[src/rtl/sump_cmd_decoder_if.sv]
// SUMP command decoder bus: UART RX byte stream in, decoded command out.
// The decoder uses the slave modport; the byte source and controller use master.
interface sump_cmd_decoder_if;
   logic [7:0]  rx_data;
   logic        rx_valid;
   logic        rx_frame_err;
   logic [7:0]  opcode;
   logic [31:0] command;
   logic        cmd_recv_rx;
   logic        cmd_abort;
   logic        busy;

   modport master (
      output rx_data, rx_valid, rx_frame_err,
      input  opcode, command, cmd_recv_rx, cmd_abort, busy
   );

   modport slave (
      input  rx_data, rx_valid, rx_frame_err,
      output opcode, command, cmd_recv_rx, cmd_abort, busy
   );
endinterface

[src/rtl/sump_cmd_decoder.sv]
// SUMP command decoder: assembles 1-byte short and 5-byte long commands
// (opcode, then 4 argument bytes LSB first) from the UART RX byte stream.
// Optional inter-byte timeout for partial long commands: define
// SUMP_CMD_TIMEOUT_EN (limit set by TIMEOUT_CYCLES).
module sump_cmd_decoder #(
   parameter int TIMEOUT_CYCLES = 1_000_000
) (
   input  logic              clock,
   input  logic              ext_reset_n,
   sump_cmd_decoder_if.slave bus
);
   localparam logic [0:0] IDLE = 1'b0;
   localparam logic [0:0] ARGS = 1'b1;

   logic [0:0]  state;
   logic [1:0]  idx;
   logic [7:0]  pending;
   logic [23:0] shadow;     // bytes 0..2 of the argument; byte 3 goes straight out
   logic [7:0]  opcode_q;
   logic [31:0] command_q;
   logic        recv_q;
   logic        abort_q;
   logic        byte_ok;
   logic        byte_bad;
   logic        expired;

   assign byte_ok  = bus.rx_valid && !bus.rx_frame_err;
   assign byte_bad = bus.rx_valid &&  bus.rx_frame_err;

`ifdef SUMP_CMD_TIMEOUT_EN
   logic [31:0] idle_cnt;

   // A strobe on the limit cycle wins over expiry.
   assign expired = (state == ARGS) && !bus.rx_valid &&
                    (idle_cnt == 32'(TIMEOUT_CYCLES - 1));

   // Idle-cycle counter: held at zero in IDLE, cleared by any strobe or expiry.
   always_ff @(posedge clock or negedge ext_reset_n) begin
      if (!ext_reset_n)
         idle_cnt <= '0;
      else if (state == IDLE || bus.rx_valid || expired)
         idle_cnt <= '0;
      else
         idle_cnt <= idle_cnt + 32'd1;
   end
`else
   logic unused_timeout;
   assign unused_timeout = (TIMEOUT_CYCLES == 0);
   assign expired        = 1'b0;
`endif

   // Frame assembly FSM; opcode/command only move on a completion edge.
   always_ff @(posedge clock or negedge ext_reset_n) begin
      if (!ext_reset_n) begin
         state     <= IDLE;
         idx       <= 2'd0;
         pending   <= 8'h00;
         shadow    <= 24'h0;
         opcode_q  <= 8'h00;
         command_q <= 32'h0;
         recv_q    <= 1'b0;
         abort_q   <= 1'b0;
      end else begin
         recv_q  <= 1'b0;
         abort_q <= 1'b0;
         case (state)
            IDLE: begin
               if (byte_ok) begin
                  if (!bus.rx_data[7]) begin
                     opcode_q  <= bus.rx_data;
                     command_q <= 32'h0;
                     recv_q    <= 1'b1;
                  end else begin
                     pending <= bus.rx_data;
                     shadow  <= 24'h0;
                     idx     <= 2'd0;
                     state   <= ARGS;
                  end
               end
            end
            ARGS: begin
               if (byte_bad) begin
                  state   <= IDLE;
                  abort_q <= 1'b1;
               end else if (byte_ok) begin
                  // Argument bytes are stored raw, never decoded as opcodes.
                  case (idx)
                     2'd0:    shadow[7:0]   <= bus.rx_data;
                     2'd1:    shadow[15:8]  <= bus.rx_data;
                     2'd2:    shadow[23:16] <= bus.rx_data;
                     default: begin
                        opcode_q  <= pending;
                        command_q <= {bus.rx_data, shadow};
                        recv_q    <= 1'b1;
                        state     <= IDLE;
                     end
                  endcase
                  idx <= idx + 2'd1;
               end else if (expired) begin
                  state   <= IDLE;
                  abort_q <= 1'b1;
               end
            end
            default: state <= IDLE;
         endcase
      end
   end

   assign bus.opcode      = opcode_q;
   assign bus.command     = command_q;
   assign bus.cmd_recv_rx = recv_q;
   assign bus.cmd_abort   = abort_q;
   assign bus.busy        = (state == ARGS);
endmodule

[src/flat_wrapper.sv]
// flat-port wrapper written by rule: the top's interface ports become plain ports
module sump_cmd_decoder_flat 
#(
   parameter int TIMEOUT_CYCLES = 1_000_000
)
  (clock, ext_reset_n, bus_rx_data, bus_rx_valid, bus_rx_frame_err, bus_opcode, bus_command, bus_cmd_recv_rx, bus_cmd_abort, bus_busy);
  sump_cmd_decoder_if bus_i ();
  input  logic clock;
  input  logic ext_reset_n;
  input wire logic [$bits(bus_i.rx_data)-1:0] bus_rx_data;
  input wire logic [$bits(bus_i.rx_valid)-1:0] bus_rx_valid;
  input wire logic [$bits(bus_i.rx_frame_err)-1:0] bus_rx_frame_err;
  output wire logic [$bits(bus_i.opcode)-1:0] bus_opcode;
  output wire logic [$bits(bus_i.command)-1:0] bus_command;
  output wire logic [$bits(bus_i.cmd_recv_rx)-1:0] bus_cmd_recv_rx;
  output wire logic [$bits(bus_i.cmd_abort)-1:0] bus_cmd_abort;
  output wire logic [$bits(bus_i.busy)-1:0] bus_busy;
  assign bus_i.rx_data = bus_rx_data;
  assign bus_i.rx_valid = bus_rx_valid;
  assign bus_i.rx_frame_err = bus_rx_frame_err;
  assign bus_opcode = bus_i.opcode;
  assign bus_command = bus_i.command;
  assign bus_cmd_recv_rx = bus_i.cmd_recv_rx;
  assign bus_cmd_abort = bus_i.cmd_abort;
  assign bus_busy = bus_i.busy;
  sump_cmd_decoder #(.TIMEOUT_CYCLES(TIMEOUT_CYCLES)) u_core (.clock(clock), .ext_reset_n(ext_reset_n), .bus(bus_i));
endmodule
[config.mk]
export PLATFORM = sky130hd
export DESIGN_NAME = sump_cmd_decoder_flat
export DESIGN_NICKNAME = d
export VERILOG_FILES = /design/src/rtl/sump_cmd_decoder_if.sv /design/src/rtl/sump_cmd_decoder.sv /design/src/flat_wrapper.sv
export SDC_FILE = /design/constraint.sdc
export NUM_CORES = 1
export LEC_CHECK = 0
export CORE_ASPECT_RATIO = 0.75
export CORE_UTILIZATION = 54
export DETAILED_ROUTE_END_ITERATION = 10
export PLACE_DENSITY = 0.82
export SLEW_MARGIN = 15
export SYNTH_ARGS = -nofsm -noshare
export SYNTH_HDL_FRONTEND = slang
export SYNTH_SLANG_ARGS = --single-unit
[constraint.sdc]
create_clock -name clock -period 4 [get_ports clock]
set_input_delay 0.8 -clock clock [delete_from_list [all_inputs] [get_ports clock]]
set_output_delay 0.8 -clock clock [all_outputs]
set_load 0.01 [all_outputs]
==> results of run 1 <==
## sequential cells by signal, summed over array words and instances (netlist names)
register / count
u_core.bus.busy: 1
u_core.bus.cmd_abort: 1
u_core.bus.cmd_recv_rx: 1
u_core.bus.command: 32
u_core.bus.opcode: 8
u_core.idx: 2
u_core.pending: 8
u_core.shadow: 24
## per-layer routing
layer,track usage,vias to the layer above,wire (um)
li1,-,868,-
met2,0.311,46,2580
met5,0,-,0
met4,0.0758,0,66
met3,0.0756,7,271
met1,0.285,906,2680
## cell usage after synthesis (all sizes together), types with 2 or more instances
cell type and number:
nand2 4, a22o 32, mux2 45, nand2b 2
ha 4, inv 4, buf 11, and2 8
dfrtp 77, a21oi 3, o21ai 5, nor2b 2
nor2 2, and3 2
## worst register-to-register path: cells and delay by family, from the launching register on
family          cells  cell delay [ns]
simple gates        1             0.53
compound gates      1             0.37
mux                 1             0.30
buf+inv             1             0.28
flops               1             0.85
## area by class of cell
class,instances,share of cell area
clock inverters,6,0.0182
well taps,75,0.0239
inverters,4,0.00383
multi-input cells,115,0.284
clock buffers,10,0.0326
flip-flops and latches,77,0.492
repair buffers,56,0.146
## path summary, 6_finish.rpt
| path | startpoint | to | slack, ns | depth (start not counted) |
|---|---|---|---|---|
| max | u_core.bus.busy$_DFF_PN0_ | bus_busy | 1.33 | 1 |
| min | u_core.shadow[4]$_DFFE_PN0P_ | u_core.bus.command[4]$_DFFE_PN0P_ | 0.49 | 1 |
| max reg2reg | u_core.bus.busy$_DFF_PN0_ | u_core.bus.opcode[1]$_DFFE_PN0P_ | 1.57 | 4 |
| min reg2reg | u_core.shadow[4]$_DFFE_PN0P_ | u_core.bus.command[4]$_DFFE_PN0P_ | 0.49 | 1 |
| max in group asynchronous | ext_reset_n | u_core.bus.command[12]$_DFFE_PN0P_ | 2.81 | 1 |
| min in group asynchronous | ext_reset_n | u_core.bus.command[29]$_DFFE_PN0P_ | 0.58 | 1 |
## logic make-up after synthesis
kind of cell	Yosys count
compound gates	44
fa+ha+maj	4
buf+inv	16
flops	77
mux	45
simple gates	22
## power by group through the flow
stage | Clock, mW | Combinational [mW] | Sequential (mW)
2_1_floorplan | 0 | 0.227 | 1.01
3_3_place_gp | 0 | 0.386 | 1.01
3_5_place_dp | 0 | 0.398 | 1.01
4_1_cts | 0.604 | 0.399 | 0.996
5_1_grt | 0.632 | 0.431 | 1.02
6_report | 0.585 | 0.397 | 0.996
## through the flow
stage | std cells | instance area, um^2 | hold slack (ns)
final | 343 | 3920 | 0.493
after global routing | 343 | 3920 | 0.514
after CTS | 342 | 3890 | 0.497
after detailed placement | 326 | 3690 | 0.479
after global placement | 326 | 3690 | 0.461
after floorplan | 208 | 3120 | 0.441
==> summary.md, run 1 <==
| Metric | Value |
|---|---|
| Final setup TNS | 0 ns |
| Die area | between 6000 and 7000 um^2 |
| Routability Congestion | approximately 0.73 |
| Synth Area in XOR/XNOR | 0 |
| Post-cts sizing count | 0 |
| Vias/cell | roughly 5.3 |
| Clock Skew | 0.00899 ns |
| Asr flop ratio synth | 1.00 |
| Worst Path Max Fanout | 26 |
| CP max stage delay | ~0.85 ns |
| Final setup viols | 0 |
| Yosys top cell area share | 0.617 |
| Main combinational cell family by area after synthesis | multiplexers |
| Post-Synth Adder-Cell Area | 0.0160 |
| P_leak | about 1.8 nW |
| Worst-Margin Slew | ~0.93 ns |
| Routed via count | between 1500 and 2000 |
| WL final | 5600 um |
| Post-synthesis sequential area ratio | 0.617 |
| Yosys cell types | 27 |
| Most frequent cells in the layout | 77 x dfrtp_1, 53 x clkdlybuf4s50_1, 37 x mux2_2 |
| Fin nets | 279 |
| Ys Warns | 0 |
| WL/cell | 16.3 um |
| CP required | roughly 3.2 ns |
| Worst skew pair latency | about 0.35 ns |
| Post-synthesis simple-gate area fraction | 0.0421 |
| Combinational power share | 0.201 |
| Largest net degree at the start of global routing | 78 |
| Synth Instances | around 210 |
| DP Worst Slack | about 1.2 ns |
| GR Overflow Total | 0 |
| First-pass GRT wire length | about 9300 um |
| Antenna-violating nets left | 0 |
| Post-CTS setup buffers | 0 |
| PnR worst setup slack | between 1 and 1.5 ns |
| Critical-path cell list | clkdlybuf4s50_1 |
| Die Span X | between 80 and 90 um |
| Root Buffer | clkbuf_8 |
| Sw Share | 0.269 |
| Worst relative slew slack | 0.377 |
| Tot GR Track Use | 0.208 |
| Clk network pwr share | 0.296 |
| Port bufs | 54 |
| Startpoint class of the critical path | register |
| Max Freq | between 0.3 and 0.4 GHz |
| Leading area contributor after synthesis | dfrtp_1 |
| Part of the power in registers | 0.504 |
| Antenna cells | 0 |
| Drt first pass iters | 4 |
| Syn nets | 224 |
| PD cells | 505 nW/um^2 |
| Clock Tree Buf Depth | 2 |
| Crit end category | primary output |
| Final hold violations | 0 |
| Mapped Avg Cell Area | 15.0 um^2 |
| Num rows | 23 |
| Number of flops mapped to enable cells by yosys | 0 |
| Synthesis-stage register bit count | 77 |
| Fillers | roughly 360 |
| Netlist Area Pre-Place | ~3100 um^2 |
| Bufs and invs on worst path | 1 |
| Complex-gate fraction of the synthesized area | 0.127 |
| Most common cell after layout, fill and taps aside | dfrtp_1 |
| Share of post-route cells with drive strength above 1 | 0.257 |
| Worst-path clk slew | about 0.08 ns |
| Die Span Y | just under 70 um |
| Power Internal | around 1.4 mW |
| RSZ-0062 raised after global routing | false |
| Final core utilization | 0.720 |
| FF/Latch Area | a little under 2000 um^2 |
| Total Power | around 2.0 mW |
| Initial core utilization | 0.574 |
| CORE AREA | 5440 um^2 |
| Min Tclk post-route | roughly 2.7 ns |
| Initial antenna violation count | 0 |
| Crit path max-delay family | flip-flops |
| Worst EP arrival | 1.87 ns |
| Predominant post-synthesis flop cell | dfrtp_1 |
| Status | complete, no violations |
| Worst ir drop on vdd | 0.280 mV |
| DR iter-0 viols | approximately 110 |
| CTS HTree Levels | 3 |
| Num CTS Buffers | 9 |
| Critical-path top delay cell | dfrtp_1 |
| CTS tree | done |
| CTS sink cnt | 77 |
| Pins Over Slew Limit | 0 |
| Multi-input gate area | ~1100 um^2 |
| Hold crit path type | reg -> reg |
| CP Class | reg -> out |
| NetSw | around 530 uW |
| Io pins | between 50 and 60 |
| Fin crit share | 0.667 |
| Vias in the first global route | between 1500 and 2000 |
| Half-perimeter wire length after placement | 3550 um |
| Area delta synth->final | 25.6% |
| CTS Hold Buffers Added | 0 |
| Max Cap Viol | 0 |
| Synth top area cells | dfrtp_1 62%, mux2_2 13%, a22o_1 9.0% |
| Residual DRC count | 0 |
| Post-synthesis mux area share | 0.171 |
Note: power is estimated with default switching activity, not from simulation.
==> inputs of run 2 (changes only) <==
--- a/config.mk
+++ b/config.mk
@@ -6,9 +6,9 @@
 export NUM_CORES = 1
 export LEC_CHECK = 0
 export CORE_ASPECT_RATIO = 0.75
-export CORE_UTILIZATION = 54
+export CORE_UTILIZATION = 52
 export DETAILED_ROUTE_END_ITERATION = 10
-export PLACE_DENSITY = 0.82
+export PLACE_DENSITY = 0.79
 export SLEW_MARGIN = 15
 export SYNTH_ARGS = -nofsm -noshare
 export SYNTH_HDL_FRONTEND = slang
==> constraint.sdc (replaced) <==
create_clock -name clock -period 2.7 [get_ports clock]
set_input_delay 0.54 -clock clock [delete_from_list [all_inputs] [get_ports clock]]
set_output_delay 0.54 -clock clock [all_outputs]
set_load 0.01 [all_outputs]
==> run 2 against run 1 <==
Sequential share of layout area fell by 0.73 points. Die area up 3.7%. Via count increased by 2.3%. Final cell count increased by 2.0%. Critical path depth rose by 3. Setup slack worse by 0.60 ns. Wire length is 2.0% higher. Hold slack got worse by 0.16 ns. Global-route usage shrank 0.40 points. Largest cell class unchanged. Sequential power is 48% higher. Clock skew is 0.00077 ns higher. Core utilization shrank 3.4 points.
==> summary.md, run 2 (synthesized netlist as in run 1, its figures left out) <==
| Metric | Value |
|---|---|
| Post-DP Area | ~3700 um^2 |
| Clk network pwr share | 0.319 |
| Area delta synth->final | 27.5% |
| Root Buffer | clkbuf_8 |
| Sw Share | 0.258 |
| Post-CTS setup buffers | 0 |
| GR Overflow Total | 0 |
| WL/cell | approximately 16 um |
| Vias/cell | 5.34 |
| R2r worst-path depth | 4 |
| Worst-path clk slew | 0.08 ns |
| PD cells | roughly 770 nW/um^2 |
| CTS sink cnt | 77 |
| DP Worst Slack | approximately 0.39 ns |
| NetSw | just under 800 uW |
| Initial antenna violation count | 0 |
| Hold crit path type | in -> async |
| First-pass GRT wire length | 9870 um |
| Final setup TNS | 0 ns |
| Min Tclk post-route | about 2.0 ns |
| Final setup viols | 0 |
| CORE AREA | between 5000 and 6000 um^2 |
| Antenna cells | 0 |
| Num CTS Buffers | 9 |
| FF/Latch Area | 1930 um^2 |
| Worst skew pair latency | approximately 0.34 ns |
| Status | complete, no violations |
| Residual DRC count | 0 |
| Multi-input gate area | between 1000 and 1500 um^2 |
| Worst-Margin Slew | between 0.9 and 1 ns |
| Io pins | 55 |
| Num rows | 24 |
| Die Span Y | 69.1 um |
| Antenna-violating nets left | 0 |
| CTS Hold Buffers Added | 0 |
| RR Endpoint | u_core.bus.opcode[1]$_DFFE_PN0P_ |
| Vias in the first global route | slightly below 2000 |
| Initial core utilization | 0.538 |
| DR iter-0 viols | 84 |
| Port bufs | 54 |
| Tot GR Track Use | 0.204 |
| CTS HTree Levels | 3 |
| CTS tree | done |
| Power Internal | between 2 and 2.5 mW |
| Max Cap Viol | 0 |
| Half-perimeter wire length after placement | approximately 3800 um |
| CP required | 2.92 ns |
| CP Class | in -> reg |
| Pins Over Slew Limit | 0 |
| Fin nets | 283 |
| Startpoint class of the critical path | input pin |
| Largest net degree at the start of global routing | just under 80 |
| Total Power | between 3 and 4 mW |
| RSZ-0062 raised after global routing | false |
| Clock Tree Buf Depth | 2 |
| Most frequent cells in the layout | 77 x dfrtp_1, 53 x clkdlybuf4s50_1, 37 x mux2_2 |
| Crit end category | register |
| Final hold violations | 0 |
| Fillers | between 300 and 400 |
| Critical Path End | u_core.shadow[9]$_DFFE_PN0P_ |
| Max reg flops | 32 |
| Routed via count | between 1500 and 2000 |
| Die area | about 6300 um^2 |
| Setup crit start | bus_rx_frame_err |
| Min Hold Slack | roughly 0.33 ns |
| Worst Path Max Fanout | 8 |
| Worst EP arrival | between 2 and 2.5 ns |
| Part of the power in registers | 0.480 |
| Flop-to-flop setup slack | roughly 0.80 ns |
| Combinational power share | 0.201 |
| Drt first pass iters | 5 |
| Max Freq | between 0.5 and 0.6 GHz |
| FF-to-FF Start | u_core.idx[0]$_DFFE_PN0P_ |
| P_leak | between 1.5 and 2 nW |
| Post-cts sizing count | 0 |
| Worst ir drop on vdd | between 0.4 and 0.5 mV |
| Fin crit share | 0.729 |
| Share of post-route cells with drive strength above 1 | 0.272 |
| Most common cell after layout, fill and taps aside | dfrtp_1 |
| Die Span X | approximately 91 um |
| WL final | between 5000 and 6000 um |
| Clock Skew | around 0.0098 ns |
| Post-Layout Inst Area | between 3000 and 4000 um^2 |
| Worst relative slew slack | 0.378 |
| Routability Congestion | 0.759 |
| PnR worst setup slack | around 0.73 ns |
==> run 2: worst min-delay path by stage <==
stage                                          to  cells after the start
2_1_floorplan           u_core.bus.busy$_DFF_PN0_                      0
3_3_place_gp        u_core.pending[7]$_DFFE_PN0P_                      1
3_5_place_dp        u_core.pending[7]$_DFFE_PN0P_                      1
4_1_cts        u_core.bus.command[26]$_DFFE_PN0P_                      1
5_1_grt          u_core.bus.opcode[5]$_DFFE_PN0P_                      1
6_report       u_core.bus.command[26]$_DFFE_PN0P_                      1
==> run 2: per-stage QoR <==
stage,utilization,cells
detailed placement,0.646,334
floorplan,-,208
CTS,0.686,350
global route,0.686,350
global placement,0.646,334
finish,0.686,350
==> run 2: power groups by stage <==
stage	Combinational, mW	Clock [mW]	Sequential, mW
2_1_floorplan	0.336	0	1.49
3_3_place_gp	0.600	0	1.48
3_5_place_dp	0.617	0	1.49
4_1_cts	0.620	0.999	1.47
5_1_grt	0.670	1.04	1.49
6_report	0.613	0.974	1.47
==> run 2: final cells by class <==
| cell class | count | area share |
|---|---|---|
| repair buffers | 60 | 0.150 |
| well taps | 78 | 0.0245 |
| clock buffers | 10 | 0.0346 |
| multi-input cells | 115 | 0.279 |
| clock inverters | 6 | 0.0236 |
| flip-flops and latches | 77 | 0.484 |
| inverters | 4 | 0.00377 |
==> run 2: routing by layer <==
| metal | vias up | global-route usage | routed length, um |
|---|---|---|---|
| met5 | - | 0 | 0 |
| met4 | 0 | 0.0582 | 64 |
| met3 | 8 | 0.0607 | 252 |
| met2 | 43 | 0.311 | 2660 |
| met1 | 951 | 0.287 | 2730 |
| li1 | 867 | - | - |
==> run 2: worst max-delay path, stage by stage <==
cell	delay, ns
clkdlybuf4s50_1	0.45
nand2b_1	0.40
a21oi_4	0.40
mux2_2	0.39
